### src/rtl/flu_fifo_plus.sv
// rtl/flu_fifo_plus.sv - first-word-fall-through FIFO for FLU words with header/channel sideband
// Optional STATUS occupancy port enabled by defining FLU_FIFO_PLUS_STATUS_EN.
module flu_fifo_plus #(
    parameter int DATA_WIDTH    = 256,
    parameter int SOP_POS_WIDTH = 2,
    parameter int HEADER_WIDTH  = 8,
    parameter int CHANNEL_WIDTH = 2,
    parameter int ITEMS         = 16,
    localparam int EOP_POS_WIDTH     = $clog2(DATA_WIDTH / 8),
    localparam int SOP_POS_WIDTH_FIX = (SOP_POS_WIDTH < 1) ? 1 : SOP_POS_WIDTH,
    localparam int CNT_WIDTH         = $clog2(ITEMS) + 1
) (
    input  logic                         CLK,
    input  logic                         RESET,
    input  logic [DATA_WIDTH-1:0]        RX_DATA,
    input  logic [SOP_POS_WIDTH_FIX-1:0] RX_SOP_POS,
    input  logic [EOP_POS_WIDTH-1:0]     RX_EOP_POS,
    input  logic                         RX_SOP,
    input  logic                         RX_EOP,
    input  logic [HEADER_WIDTH-1:0]      RX_HEADER,
    input  logic [CHANNEL_WIDTH-1:0]     RX_CHANNEL,
    input  logic                         RX_SRC_RDY,
    output logic                         RX_DST_RDY,
    output logic [DATA_WIDTH-1:0]        TX_DATA,
    output logic [SOP_POS_WIDTH_FIX-1:0] TX_SOP_POS,
    output logic [EOP_POS_WIDTH-1:0]     TX_EOP_POS,
    output logic                         TX_SOP,
    output logic                         TX_EOP,
    output logic [HEADER_WIDTH-1:0]      TX_HEADER,
    output logic [CHANNEL_WIDTH-1:0]     TX_CHANNEL,
    output logic                         TX_SRC_RDY,
    input  logic                         TX_DST_RDY,
    output logic                         FULL,
    output logic                         EMPTY
`ifdef FLU_FIFO_PLUS_STATUS_EN
    ,
    output logic [CNT_WIDTH-1:0]         STATUS
`endif
);

    localparam int PTR_WIDTH  = $clog2(ITEMS);
    localparam int WORD_WIDTH = DATA_WIDTH + SOP_POS_WIDTH_FIX + EOP_POS_WIDTH + 2
                              + HEADER_WIDTH + CHANNEL_WIDTH;

    logic [WORD_WIDTH-1:0] mem [ITEMS];
    logic [PTR_WIDTH-1:0]  wr_ptr;
    logic [PTR_WIDTH-1:0]  rd_ptr;
    logic [CNT_WIDTH-1:0]  cnt;
    logic [CNT_WIDTH-1:0]  cnt_next;
    logic                  rx_rdy_q;
    logic                  push;
    logic                  pop;
    logic                  head_sop;
    logic                  head_eop;

    assign push = RX_SRC_RDY & rx_rdy_q;
    assign pop  = TX_SRC_RDY & TX_DST_RDY;

    always_comb begin
        cnt_next = cnt;
        case ({push, pop})
            2'b10:   cnt_next = cnt + CNT_WIDTH'(1);
            2'b01:   cnt_next = cnt - CNT_WIDTH'(1);
            default: cnt_next = cnt;
        endcase
    end

    always_ff @(posedge CLK or posedge RESET) begin
        if (RESET) begin
            wr_ptr   <= '0;
            rd_ptr   <= '0;
            cnt      <= '0;
            rx_rdy_q <= 1'b0;
        end else begin
            if (push) wr_ptr <= wr_ptr + PTR_WIDTH'(1);
            if (pop)  rd_ptr <= rd_ptr + PTR_WIDTH'(1);
            cnt      <= cnt_next;
            // Ready is registered, so a full FIFO cannot take a word in the cycle it pops.
            rx_rdy_q <= (cnt_next != CNT_WIDTH'(ITEMS));
        end
    end

    // Storage is deliberately left out of reset; stale entries are unreachable via the pointers.
    always_ff @(posedge CLK) begin
        if (push)
            mem[wr_ptr] <= {RX_DATA, RX_SOP_POS, RX_EOP_POS, RX_SOP, RX_EOP, RX_HEADER, RX_CHANNEL};
    end

    assign {TX_DATA, TX_SOP_POS, TX_EOP_POS, head_sop, head_eop, TX_HEADER, TX_CHANNEL} = mem[rd_ptr];

    assign EMPTY      = (cnt == '0);
    assign FULL       = (cnt == CNT_WIDTH'(ITEMS));
    assign TX_SRC_RDY = ~EMPTY;
    assign TX_SOP     = head_sop & TX_SRC_RDY;
    assign TX_EOP     = head_eop & TX_SRC_RDY;
    assign RX_DST_RDY = rx_rdy_q;

`ifdef FLU_FIFO_PLUS_STATUS_EN
    assign STATUS = cnt;
`endif

endmodule

### config.mk
export PLATFORM = sky130hd
export DESIGN_NAME = flu_fifo_plus
export DESIGN_NICKNAME = d
export VERILOG_FILES = /design/src/rtl/flu_fifo_plus.sv
export SDC_FILE = /design/constraint.sdc
export NUM_CORES = 2
export LEC_CHECK = 0
export BUFFER_PORTS_ARGS = -buffer_cell sky130_fd_sc_hd__clkbuf_2
export CORE_MARGIN = 2
export CORE_UTILIZATION = 35
export DETAILED_ROUTE_END_ITERATION = 10
export HOLD_SLACK_MARGIN = 0.12
export PLACE_DENSITY_LB_ADDON = 0.08
export SLEW_MARGIN = 30
export SYNTH_ARGS = -nofsm -noshare
export SYNTH_HDL_FRONTEND = slang
export SYNTH_MEMORY_MAX_BITS = 65536
export SYNTH_SLANG_ARGS = --single-unit
### constraint.sdc
create_clock -name CLK -period 7.7 [get_ports CLK]
set_input_delay 0.77 -clock CLK [delete_from_list [all_inputs] [get_ports CLK]]
set_output_delay 0.77 -clock CLK [all_outputs]
set_load 0.005 [all_outputs]
==> run metrics <==
maxcap violations=0; headroom to the max-slew limit=0.296; DR iter-0 viols=6429; iteration count of the initial detailed-routing pass=5; worst path arrival time=~4400 ps; via count=roughly 74000; clock skew=85.2 ps; VDD IR max=about 340 uV; fin crit period=5150 ps; P&R area growth vs syn=17.7%; area of the core=between 400000 and 500000 um2; die outline area=between 400000 and 500000 um2; CTS resizes=0; Final Setup Violations=0; Final Max Slew Viols=0; Distinct cells, synth=41; clk root buf=clkbuf_16; Worst Hold Class=primary input to register; Final Hold Fails=0; drt wl/cell=31.4 um; die width=692 um; Flop pwr share=0.407; Max Freq=about 190 MHz; clock network fraction of total power=0.304; Period Utilization, post-route=0.669; HP Start=RX_DATA[116]; Tot GR Track Use=0.182; DRC viols=0; Final nets=7695; Final Cell Area=195000 um2; setup bufs post-CTS=0; Synth area leader=edfxtp_1; Initial Utilization=0.352; Final GP Congestion=0.702; top cell type's share of synthesized area=0.797; ranking of synthesized cells by area=edfxtp_1, mux4_2, clkbuf_1; layout cell share with drive strength beyond 1=0.352; CTS tree=done; Startpoint Class=register; Worst R2R Start=RX_DST_RDY; Max FO, Critical Path=52; H-tree levels=5; Skew-Pair Late Insertion Delay=1030 ps; Boundary Pins=558; Internal Power=slightly above 0.05 W; RSZ-0062 raised after global routing=false; Cell Pwr Density=373 nW/um2; CTS Buf Count=between 400 and 500; dpl cell area=approximately 180000 um2; syn nets=between 6000 and 7000; Cell Area, Synth=166000 um2; worst reg-to-reg setup slack=4200 ps; P_leak=61.0 nW; Die Span Y=692 um; final wirelength=441000 um; setup ws final=around 2500 ps; vias per cell=5.26; Core Util, Final=0.414; sequential-to-total area share from yosys stat=0.799; initial antenna violation count=92; vias in the first global route=79600; final antenna-violating net count=0; Setup WS pre-CTS=3440 ps; Critical path origin=rd_ptr[0]; CP endpoint kind=primary output; cell count after synthesis=6250; post-synthesis register bit count=4414; CP required=between 6000 and 7000 ps; logic gate share of total power=0.289; Slew @ Worst Pin=1060 ps; switching part of the total power=0.296; first-pass GRT wire length=just over 600000 um; GRT overflow=0; Mean Syn Cell Area=26.5 um2; status=completed; largest net degree at the start of global routing=around 120; Clock transition at path regs=approximately 60 ps; hold-fix buffers at CTS=271; clock sinks=4414; num rows=252; DPL Wire Length=222000 um; critical path class=register to primary output; Net Sw Power=~0.022 W; PortBufs=557; CTS max path bufs=4; Syn. warnings=0
-- final timing paths --
check / end / depth (start not counted)
setup / recovery: TX_DATA[13] / 6
hold / removal: mem[14][135] / 1
setup reg to reg: mem[4][204] / 5
hold reg to reg: wr_ptr[2] / 1
max in group asynchronous: rd_ptr[0] / 3
min in group asynchronous: cnt[1] / 3
-- power by group through the flow --
stage	logic [W]	registers (W)	clock network [W]
finish	0.0210	0.0296	0.0221
global route	0.0226	0.0297	0.0237
CTS	0.0219	0.0296	0.0228
detailed placement	0.0217	0.0301	0
global placement	0.0216	0.0301	0
floorplan	0.0131	0.0303	0
-- area by class of cell --
class / count / area [um2]
inverters: 6 / 22.5
clock inverters: 303 / 2810
repair buffers: 994 / 7730
multi-input cells: 1514 / 31700
diodes: 25 / 62.6
well taps: 6223 / 7790
flip-flops and latches: 4414 / 132000
clock buffers: 586 / 12400
fillers: 40700 / 276000
-- placed cells by master (no fill, tap or decap), types with 20 or more instances in the layout --
master,instances
clkbuf_16,480
buf_12,72
clkinv_2,95
clkinv_1,132
edfxtp_1,4400
dlygate4sd3_1,271
mux4_2,1356
a21oi_1,22
nor2b_1,20
buf_4,90
mux2i_1,20
clkbuf_2,557
bufinv_16,35
diode_2,25
clkbuf_1,106
-- synthesized netlist by cell type --
library cell and instances:
a211oi_1 19, xor2_1 1, nor2_1 7, a21oi_1 22, nor4_1 1, nor3b_1 1
a31oi_1 1, buf_4 57, ha_1 7, o32a_1 1, mux2i_1 20, and2_1 16
o31ai_1 1, dfrtp_1 14, edfxtp_1 4400, mux2_2 3, nand4_1 1, buf_1 49
or4b_1 1, mux4_2 1356, buf_2 68, and3_1 6, a21bo_2 1, nand3_1 5
a22oi_1 1, o221ai_1 1, nand2_1 4, nor2b_1 20, nor3_1 2, inv_1 6
a21boi_1 1, a311oi_1 1, clkbuf_1 131, o211a_1 1, o2111ai_1 1, or4_1 1
a221oi_1 1, o21ai_0 1, xnor2_1 8, a31o_2 1, buf_6 11
-- flip-flops by register name, indices dropped and copies added (netlist names) --
register and cells:
RX_DST_RDY 1, mem 4400, rd_ptr 4, wr_ptr 4, cnt 5
-- critical path: stages (launching register included) --
cell and delay (ps):
dfrtp_4 710, buf_16 260, buf_12 360, buf_4 600, mux4_2 570, mux4_2 540, clkbuf_2 140
-- per-layer routing --
metal / share of wire / vias up / GRT usage / wire length (um)
li1: - / 30100 / - / -
met1: 0.44 / 41700 / 0.255 / 195000
met2: 0.49 / 1709 / 0.300 / 216000
met3: 0.049 / 584 / 0.0335 / 21400
met4: 0.018 / 42 / 0.0348 / 7970
met5: 0.00059 / - / 0 / 261
-- per-stage QoR --
stage	hold slack [ps]	cells	setup TNS, ps	power, W
after floorplan	481	6250	-1000530	0.0435
after detailed placement	525	12900	0	0.0518
final	230	14100	0	0.0727
after global placement	508	12900	0	0.0517
after CTS	124	14000	0	0.0743
after global routing	192	14100	0	0.0760
-- cells by family (layout without fill, tap and decap cells) --
| logic type | count (synthesis) | in the layout | share of synthesized area |
|---|---|---|---|
| adder cells (fa/ha/maj) | 7 | 7 | 0.000528 |
| multiplexers | 1379 | 1379 | 0.186 |
| XOR/XNOR | 9 | 9 | 0.000476 |
| flip-flops | 4414 | 4414 | 0.799 |
| AO/OA/AOI/OAI | 54 | 54 | 0.00217 |
| buffers and inverters | 322 | 1889 | 0.00959 |
| AND/OR/NAND/NOR | 65 | 65 | 0.00227 |
| other | 0 | 25 | 0 |
Power figures use the tool's default switching activity.
